<file path="src/rtl/rr_stream_mux_if.sv">
// rr_stream_mux_if: producer-side channels and consumer-side output of the stream mux.
interface rr_stream_mux_if #(
    parameter int WIDTH  = 32,
    parameter int NUM_IN = 4
);
    localparam int SEL_W = $clog2(NUM_IN);
    logic [NUM_IN*WIDTH-1:0] in_data;
    logic [NUM_IN-1:0]       in_valid;
    logic [NUM_IN-1:0]       in_ready;
    logic                    mode;
    logic [SEL_W-1:0]        sel;
    logic [WIDTH-1:0]        out_data;
    logic [SEL_W-1:0]        out_src;
    logic                    out_valid;
    logic                    out_ready;
    modport master (output in_data, in_valid, mode, sel, out_ready,
                    input  in_ready, out_data, out_src, out_valid);
    modport slave  (input  in_data, in_valid, mode, sel, out_ready,
                    output in_ready, out_data, out_src, out_valid);
endinterface

</file>
<file path="src/rtl/rr_stream_mux.sv">
// rr_stream_mux: registered N-to-1 valid/ready mux, fixed-select or round-robin arbitration.
module rr_stream_mux #(
    parameter int WIDTH  = 32,
    parameter int NUM_IN = 4
) (
    input logic clk,
    input logic rst,
    rr_stream_mux_if.slave bus
);
    localparam int SEL_W = $clog2(NUM_IN);
    logic [SEL_W-1:0] rr_ptr;
    logic [SEL_W-1:0] idx;
    logic             hit;
    logic             load_en;
    logic             xfer;
    always_comb begin
        hit = 1'b0;
        idx = '0;
        if (!bus.mode) begin
            hit = (int'(bus.sel) < NUM_IN) && bus.in_valid[bus.sel];
            idx = bus.sel;
        end else begin
            // descending scan so the channel closest to rr_ptr wins
            for (int k = NUM_IN - 1; k >= 0; k--) begin
                if (bus.in_valid[(int'(rr_ptr) + k) % NUM_IN]) begin
                    hit = 1'b1;
                    idx = SEL_W'((int'(rr_ptr) + k) % NUM_IN);
                end
            end
        end
    end
    assign load_en      = !bus.out_valid || bus.out_ready;
    assign xfer         = hit && load_en;
    assign bus.in_ready = (xfer && !rst) ? (NUM_IN'(1) << idx) : '0;
    always_ff @(posedge clk or posedge rst) begin
        if (rst) begin
            bus.out_valid <= 1'b0;
            bus.out_data  <= '0;
            bus.out_src   <= '0;
            rr_ptr        <= '0;
        end else if (xfer) begin
            bus.out_valid <= 1'b1;
            bus.out_data  <= bus.in_data[int'(idx)*WIDTH +: WIDTH];
            bus.out_src   <= idx;
            if (bus.mode)
                rr_ptr <= (int'(idx) == NUM_IN - 1) ? '0 : idx + 1'b1;
        end else if (bus.out_ready) begin
            bus.out_valid <= 1'b0;
        end
    end
endmodule

</file>
<file path="src/flat_wrapper.sv">
// flat-port wrapper written by rule: the top's interface ports become plain ports
module rr_stream_mux_flat 
#(
    parameter int WIDTH  = 32,
    parameter int NUM_IN = 4
)
  (clk, rst, bus_in_data, bus_in_valid, bus_mode, bus_sel, bus_out_ready, bus_in_ready, bus_out_data, bus_out_src, bus_out_valid);
  rr_stream_mux_if #(.WIDTH(WIDTH), .NUM_IN(NUM_IN)) bus_i ();
  input logic clk;
  input logic rst;
  input wire logic [$bits(bus_i.in_data)-1:0] bus_in_data;
  input wire logic [$bits(bus_i.in_valid)-1:0] bus_in_valid;
  input wire logic [$bits(bus_i.mode)-1:0] bus_mode;
  input wire logic [$bits(bus_i.sel)-1:0] bus_sel;
  input wire logic [$bits(bus_i.out_ready)-1:0] bus_out_ready;
  output wire logic [$bits(bus_i.in_ready)-1:0] bus_in_ready;
  output wire logic [$bits(bus_i.out_data)-1:0] bus_out_data;
  output wire logic [$bits(bus_i.out_src)-1:0] bus_out_src;
  output wire logic [$bits(bus_i.out_valid)-1:0] bus_out_valid;
  assign bus_i.in_data = bus_in_data;
  assign bus_i.in_valid = bus_in_valid;
  assign bus_i.mode = bus_mode;
  assign bus_i.sel = bus_sel;
  assign bus_i.out_ready = bus_out_ready;
  assign bus_in_ready = bus_i.in_ready;
  assign bus_out_data = bus_i.out_data;
  assign bus_out_src = bus_i.out_src;
  assign bus_out_valid = bus_i.out_valid;
  rr_stream_mux #(.WIDTH(WIDTH), .NUM_IN(NUM_IN)) u_core (.clk(clk), .rst(rst), .bus(bus_i));
endmodule
</file>
<file path="config.mk">
export PLATFORM = sky130hd
export DESIGN_NAME = rr_stream_mux_flat
export DESIGN_NICKNAME = d
export VERILOG_FILES = /design/src/rtl/rr_stream_mux_if.sv /design/src/rtl/rr_stream_mux.sv /design/src/flat_wrapper.sv
export SDC_FILE = /design/constraint.sdc
export NUM_CORES = 1
export LEC_CHECK = 0
export CAP_MARGIN = 40
export CORE_ASPECT_RATIO = 0.7
export CORE_MARGIN = 1
export CORE_UTILIZATION = 38
export DETAILED_ROUTE_END_ITERATION = 8
export MAX_ROUTING_LAYER = met4
export PLACE_DENSITY = 0.87
export SLEW_MARGIN = 20
export SYNTH_ARGS = -nofsm -noshare
export SYNTH_HDL_FRONTEND = slang
export SYNTH_SLANG_ARGS = --single-unit
</file>
<file path="constraint.sdc">
create_clock -name clk -period 7.2 [get_ports clk]
set_input_delay 1.08 -clock clk [delete_from_list [all_inputs] [get_ports clk]]
set_output_delay 1.08 -clock clk [all_outputs]
set_load 0.01 [all_outputs]
</file>
### Word-level counts from Yosys, hierarchy flattened

Cells that the tools add are included.

* bits in registers: 37

* reduce and logical (&&, ||, !) cells: 10
* bitwise logic cells: 3
* shift-type cells: 2
* add/subtract/negate cells: 4
* $lt $le $gt $ge: 5
* muxes and demuxes: 27
* equality and inequality tests: 1

Operators by type and width (count)
* variable part select 128 x 8 -> 32 bit: 1
* 2-to-1 mux 1 bit: 15
* less-than comparator 3 x 4 -> 1 bit, second input constant: 3
* 2-to-1 mux 2 bit: 6
* binary-select mux 1 bit (select 2 bit): 5
* less-than comparator 2 x 3 -> 1 bit, second input constant: 2
* OR reduction 2 bit: 3
* adder 2 x 1 -> 2 bit, second input constant: 2
* adder 2 bit, second input constant: 2
* 2-to-1 mux 4 bit: 1
* left shift 1 x 2 -> 4 bit, first input constant: 1
* bitwise AND 1 bit, first input constant: 3
* equality test 2 x 1 -> 1 bit, second input constant: 1
* logical AND 1 bit: 2
* logical NOT 1 bit: 2
* AND reduction 2 bit: 1
* nonzero test 2 bit: 1
* logical OR 1 bit: 1

### Depth between registers and ports, before layout

Gate-level depths: netlist of run 1.

* depth after elaboration: 14
* gate-level depth with buffers: 9

### Worst setup path after synthesis of run 1

OpenSTA, ideal clock, no wires.

* kind: input to output
* from: input port bus_in_valid[3]
* to: output port bus_in_ready[0]
* path slack: 3.449 ns
* stages: 7
* arrival time: 2.671 ns
* data required time: 6.120 ns
* cell sequence: nor4b_1 -> a211o_1 -> a221oi_4 -> buf_6 -> buf_6 -> inv_2 -> nor4_1

* longest elaborated chain between the ends: 11
* elaborated cells between the ends (all ways): 27

Ends and longest elaborated chain
* from (decl): RTL line flat_wrapper.sv:12 `input wire logic [$bits(bus_i.in_valid)-1:0] bus_in_valid;`
* binary-select mux 1 bit (select 2 bit): RTL line rr_stream_mux.sv:25 `if (bus.in_valid[(int'(rr_ptr) + k) % NUM_IN]) begin`
* 2-to-1 mux 1 bit (implied by the code) (2 in a row): RTL line rr_stream_mux.sv:25
* 2-to-1 mux 1 bit (4 in a row): RTL line rr_stream_mux.sv:25
* 2-to-1 mux 1 bit: RTL line rr_stream_mux.sv:19 `if (!bus.mode) begin`
* logical AND 1 bit: RTL line rr_stream_mux.sv:33 `assign xfer = hit && load_en;`
* logical AND 1 bit: RTL line rr_stream_mux.sv:34 `assign bus.in_ready = (xfer && !rst) ? (NUM_IN'(1) << idx) : '0;`
* 2-to-1 mux 4 bit (*): RTL line rr_stream_mux.sv:34
* to (decl): RTL line flat_wrapper.sv:16 `output wire logic [$bits(bus_i.in_ready)-1:0] bus_in_ready;`

Mark *: on every way between the ends. The rest lies on a longest branch, timed or not. The select of a mux whose other input is x is not followed.

### Worst setup path in the final report of run 1

* from: input port bus_in_valid[3]
* to: output port bus_in_ready[3]

Same word-level chain as after synthesis.

==> results of run 1 <==
==> Yosys cell counts (all sizes together) <==
library cell / n
nor2: 3
a311oi: 1
nand2b: 2
buf: 13
a211o: 1
o221ai: 32
nand4b: 1
a21oi: 2
inv: 4
and3: 2
nand2: 39
o21ai: 2
nor4bb: 1
nor3: 1
ha: 1
mux2i: 64
clkbuf: 6
mux2: 1
a221oi: 1
nor4b: 1
o41a: 1
nor2b: 2
dfrtp: 37
mux4: 1
o22ai: 1
a21boi: 1
o41ai: 1
nor3b: 1
nand3b: 1
and2: 1
a21o: 1
or2: 2
nor4: 2
==> critical path, stage by stage <==
cell	delay [ps]
clkdlybuf4s50_1	550
nor4b_1	220
a211o_1	340
a221oi_4	320
buf_4	420
inv_2	70
ha_1	200
and3_1	160
clkdlybuf4s50_1	470
==> kinds of logic (layout without fill, tap and decap cells) <==
logic type / after synthesis / count (layout) / synth area share (%)
AO/OA/AOI/OAI: 44 / 44 / 16.7
adder cells (fa/ha/maj): 1 / 1 / 0.517
multiplexers: 66 / 66 / 27.9
buffers and inverters: 23 / 191 / 5.33
AND/OR/NAND/NOR: 59 / 59 / 11.3
flip-flops: 37 / 37 / 38.3
==> final timing paths <==
| check | endpoint | slack (ps) | depth (start not counted) |
|---|---|---|---|
| worst max-delay path | bus_in_ready[3] | 2300 | 9 |
| worst min-delay path | u_core.bus.out_src[1] | 490 | 2 |
| worst max register to register | u_core.bus.out_data[20] | 4740 | 6 |
| worst min register to register | u_core.bus.out_src[1] | 490 | 2 |
| max in group asynchronous | u_core.bus.out_data[25] | 5520 | 3 |
| min in group asynchronous | u_core.rr_ptr[1] | 1340 | 3 |
==> routing by layer <==
layer,part of all wire [%],wire (um),global-route usage (%),vias to the layer above
met5,0,0,-,-
met4,1.5,119,5.51,0
met3,7.9,633,6.25,14
met2,50,4030,42.7,144
met1,40,3220,27.4,1212
li1,-,-,-,1209
==> registers in the layout (all words and copies together), names as in the netlist <==
| register | cells |
|---|---|
| u_core.bus.out_data | 32 |
| u_core.bus.out_valid | 1 |
| u_core.bus.out_src | 2 |
| u_core.rr_ptr | 2 |
==> area by class of cell <==
type                       instances  area, sq um
timing repair buffer             180         1790
inverter                           4         15.0
multi-input combinational        170         1370
sequential                        37          926
fill                             454         1650
tap                               75         93.8
clock buffer                       7         86.3
==> through the flow <==
| stage | cells | utilization (%) | power, W | worst slack [ps] | instance area, sq um |
|---|---|---|---|---|---|
| floorplan | 230 | - | 0.000601 | 3450 | 2420 |
| global placement | 466 | 70.7 | 0.000843 | 2420 | 4190 |
| detailed placement | 466 | 70.7 | 0.000859 | 2320 | 4190 |
| CTS | 473 | 72.2 | 0.00100 | 2310 | 4280 |
| global route | 473 | 72.2 | 0.00106 | 2050 | 4280 |
| finish | 473 | 72.2 | 0.000998 | 2300 | 4280 |
==> power by group through the flow <==
| stage | logic [W] | registers, W | clock network [W] |
|---|---|---|---|
| 2_1_floorplan | 0.000250 | 0.000351 | 0 |
| 3_3_place_gp | 0.000520 | 0.000324 | 0 |
| 3_5_place_dp | 0.000532 | 0.000327 | 0 |
| 4_1_cts | 0.000533 | 0.000325 | 0.000147 |
| 5_1_grt | 0.000567 | 0.000336 | 0.000155 |
| 6_report | 0.000528 | 0.000326 | 0.000144 |
==> key figures, run 1 <==
Die
  – I/O pin count: 177
  – FP Rows: 23
  – Die height: 68.8 um
  – Initial Utilization: 40.8%
  – Die width: 97.4 um
  – Die area: 0.00670 sq mm
  – Core Region: 0.00593 sq mm

Yosys
  – Mapped Cells: 230
  – Avg Cell Area, Syn: 10.5 sq um
  – Ranking of synthesized cells by area: dfrtp_1 (38%), mux2i_1 (26%), o221ai_1 (12%)
  – Net count after synthesis: 369
  – Number of synthesized register bits: 37
  – Mapped cell area: 0.00242 sq mm
  – Largest area contributor in the netlist: dfrtp_1
  – Distinct cells, synth: 36
  – Synth top area share: 38.3%
  – Yosys warnings: 0
  – Post-synthesis sequential area ratio: 38.3%

Routing
  – Total Wirelength: 8.01 mm
  – Vias per cell: 5.45
  – Vias: 2579
  – DRC violations left: 0
  – Drt pass-1 iters: 4
  – Wire per inst: 16.9 um
  – Post-route antenna net violation count: 0
  – DR iter-0 viols: 101

Power and ir drop
  – Switching share of power: 34.4%
  – Comb power frac: 52.9%
  – P per Cell Area: 233 mW/mm^2
  – Sequential share of power: 32.7%
  – Static leakage: 1.89 nW
  – Max rail drop VDD: 0.129 mV
  – Power Internal: 0.000655 W
  – Psw: 0.000343 W
  – Clock Power Share: 14.4%

Timing
  – Final hold violation count: 0
  – Slew Limit Fails: 0
  – Tightest Pin Transition: 659 ps
  – Worst Clk Skew: 2.32 ps
  – Setup violators final: 0
  – Hold WS: 489 ps
  – Relative slew margins: 56.1%
  – Tcrit/Tclk final: 68.1%
  – TNS Setup: 0 ps
  – RSZ-0062 raised after global routing: false
  – Post-layout minimum cycle time: 4900 ps
  – Fmax: 204 MHz

GRT
  – Largest net degree at the start of global routing: 41
  – Congestion Overflow GR: 0
  – First-pass GRT wire length: 12.2 mm
  – Vias in the first global route: 2575
  – GRT Resource Usage Total: 23.8%
  – Initial antenna violation count: 0

CTS
  – Clock Latency Late Sink: 270 ps
  – CTS tree: yes
  – Setup bufs post-CTS: 0
  – Hold-fix buffers, CTS: 0
  – Root Buffer: clkbuf_8
  – CTS clk-pin slew, worst paths: 70 ps
  – CTS-repair resized insts: 0
  – Clk sinks: 37
  – Num CTS Buffers: 5
  – H-tree level count: 2
  – CTS Buffer Depth: 2

Worst setup path
  – Beginning of the critical path: bus_in_valid[3]
  – Crit path kind: input port to output port
  – Crit Reg-Reg Startpoint: u_core.rr_ptr[0]
  – CP arrival: 3820 ps
  – Startpoint Class: input port
  – Required time worst endpoint: 6120 ps
  – Max FO, Critical Path: 28
  – Critical Path Sink Type: output port

Placed design
  – Post-DP HPWL: 6.19 mm
  – I/O Buffers: 176
  – RePlAce Congestion: 0.801

Finish
  – Nets: 537
  – Synthesis-to-layout area growth: 76.9%
  – Commonest non-fill, non-tap cell in the layout: clkdlybuf4s50_1
  – Antenna diodes: 0
  – Commonest cells after routing, fill and taps aside: clkdlybuf4s50_1 (176), mux2i_1 (64), nand2_1 (38)
  – Layout cells sized above 1: 4.27%

Min path
  – Tightest Hold Check Type: flip-flop to flip-flop
  – Hold Startpoint: u_core.bus.out_src[1]

Run status
  – Outcome: finished clean

Flow run
  – Max-Cap Viols: 0
Note: power is estimated with default switching activity, not from simulation.
==> run 2: changes to the inputs <==
- CORE_UTILIZATION: 38 -> 35
- PLACE_DENSITY: 0.87 -> 0.81
- clock period: 7.2 -> 4.8 ns (I/O delays scaled with it)
==> key figures, run 2 (synthesis results as in run 1) <==
Timing
  – Tcrit/Tclk final: 83.7%
  – Slew Limit Fails: 0 (unchanged)
  – Final hold violation count: 0 (unchanged)
  – Hold WS: 484 ps (-4.61 ps)
  – Fmax: 249 MHz
  – Worst Clk Skew: 7.27 ps (+4.96 ps)
  – Tightest Pin Transition: 722 ps (+63.2 ps)
  – Relative slew margins: 51.8% (-4.2 points)
  – Setup violators final: 0 (unchanged)
  – RSZ-0062 raised after global routing: false
  – Post-layout minimum cycle time: 4020 ps
  – TNS Setup: 0 ps (unchanged)

Die
  – Initial Utilization: 37.5% (-3.3 points)
  – Die area: 0.00726 sq mm (+8.3%)
  – FP Rows: 24 (+4.3%)
  – Core Region: 0.00646 sq mm (+8.9%)
  – Die height: 71.6 um (+4.1%)
  – I/O pin count: 177 (unchanged)
  – Die width: 101 um (+4.1%)

Finish
  – Nets: 539 (+0.37%)
  – Biggest regs: u_core.bus.out_data: 32 flops, u_core.bus.out_src: 2 flops, u_core.rr_ptr: 2 flops
  – Final non-filler cell total: 491 (+3.8%)
  – Synthesis-to-layout area growth: 78.5%
  – Cell area after layout: 0.00432 sq mm (+0.94%)
  – Filler Cell Count: 517 (+14%)
  – Commonest cells after routing, fill and taps aside: clkdlybuf4s50_1 (176), mux2i_1 (64), nand2_1 (39)
  – Commonest non-fill, non-tap cell in the layout: clkdlybuf4s50_1
  – Antenna diodes: 0 (unchanged)
  – Layout cells sized above 1: 4.25% (-0.021 points)
  – Number of flip-flops in the largest register: 32 (unchanged)
  – Most flops, register: u_core.bus.out_data

Worst setup path
  – Max FO, Critical Path: 19 (-32%)
  – Startpoint Class: input port
  – CP arrival: 3300 ps (-520 ps)
  – Crit path kind: input port to output port
  – Required time worst endpoint: 4080 ps (-2040 ps)
  – Critical Path Sink Type: output port

CTS
  – Clock Latency Late Sink: 280 ps (about the same)
  – CTS-repair resized insts: 0 (unchanged)
  – Hold-fix buffers, CTS: 0 (unchanged)
  – CTS Buffer Depth: 2 (unchanged)
  – Setup bufs post-CTS: 0 (unchanged)
  – H-tree level count: 2 (unchanged)
  – CTS clk-pin slew, worst paths: 70 ps (about the same)
  – Num CTS Buffers: 5 (unchanged)
  – Root Buffer: clkbuf_8
  – CTS tree: yes
  – Clk sinks: 37 (unchanged)

Power and ir drop
  – Static leakage: 1.91 nW (+0.58%)
  – Power, Total: 0.00150 W (+51%)
  – Max rail drop VDD: 0.197 mV (+53%)
  – P per Cell Area: 348 mW/mm^2 (+49%)

Placed design
  – Post-DP HPWL: 6.53 mm (+5.6%)
  – Instance area at placement: 0.00423 sq mm (+0.95%)
  – I/O Buffers: 176 (unchanged)
  – Placed Instances: 484 (+3.9%)
  – RePlAce Congestion: 0.923 (+15%)

GRT
  – GRT Resource Usage Total: 23.1% (-0.71 points)
  – Initial antenna violation count: 0 (unchanged)
  – First-pass GRT wire length: 12.6 mm (+3.2%)
  – Congestion Overflow GR: 0 (unchanged)
  – Largest net degree at the start of global routing: 43 (+4.9%)
  – Vias in the first global route: 2600 (+0.97%)

Routing
  – Vias: 2516 (-2.4%)
  – Drt pass-1 iters: 4 (unchanged)
  – Wire per inst: 16.8 um (-0.97%)
  – Total Wirelength: 8.23 mm (+2.8%)
  – DRC violations left: 0 (unchanged)
  – Post-route antenna net violation count: 0 (unchanged)
  – Vias per cell: 5.12 (-6.0%)
  – DR iter-0 viols: 78 (-23%)

Flow run
  – Max-Cap Viols: 0 (unchanged)

Min path
  – Tightest Hold Check Type: flip-flop to flip-flop

Run status
  – Outcome: finished clean
## run 2: power breakdown
part | leakage (nW) | internal, W | switching [W] | total, W
Sequential | 0.454 | 0.000418 | 0.0000742 | 0.000493
Combinational | 1.41 | 0.000454 | 0.000342 | 0.000795
Clock | 0.0443 | 0.000114 | 0.000101 | 0.000215
## run 2: layout make-up
class | instances | area (sq um) | share of cell area [%]
sequential | 37 | 926 | 21.4
timing repair buffer | 182 | 1810 | 42.0
clock buffer | 7 | 86.3 | 2.00
multi-input combinational | 170 | 1370 | 31.6
tap | 91 | 114 | 2.64
inverter | 4 | 15.0 | 0.348
## run 2: worst max-delay path: stages
cell and delay [ps]:
clkdlybuf4s50_1 540, mux4_2 540, a21oi_1 280, or2_1 570
nor3_1 130, clkdlybuf4s50_1 520
## run 2: worst paths after layout
path	startpoint	to	slack, ps	cells past startpoint
setup / recovery	bus_in_valid[3]	bus_in_ready[2]	780	6
hold / removal	u_core.bus.out_src[1]	u_core.bus.out_src[1]	480	2
setup reg to reg	u_core.rr_ptr[1]	u_core.bus.out_data[17]	2260	6
hold reg to reg	u_core.bus.out_src[1]	u_core.bus.out_src[1]	480	2
max in group asynchronous	rst	u_core.bus.out_valid	3490	3
min in group asynchronous	rst	u_core.rr_ptr[1]	970	3
## run 2: stage by stage
step                util (%)  worst slack [ps]
floorplan                  -              1770
global placement        65.3               932
detailed placement      65.6               800
CTS                     66.9               792
global route            66.9               654
finish                  66.9               781
## run 2: layer usage
layer  part of all wire, %  vias up  track usage, %  wire length, um
met5                     0        -               -                0
met4                   1.3        0            5.31              109
met3                   9.0        8            7.22              744
met2                    48      122            39.6             3980
met1                    41     1173            26.4             3390
li1                      -     1213               -                -
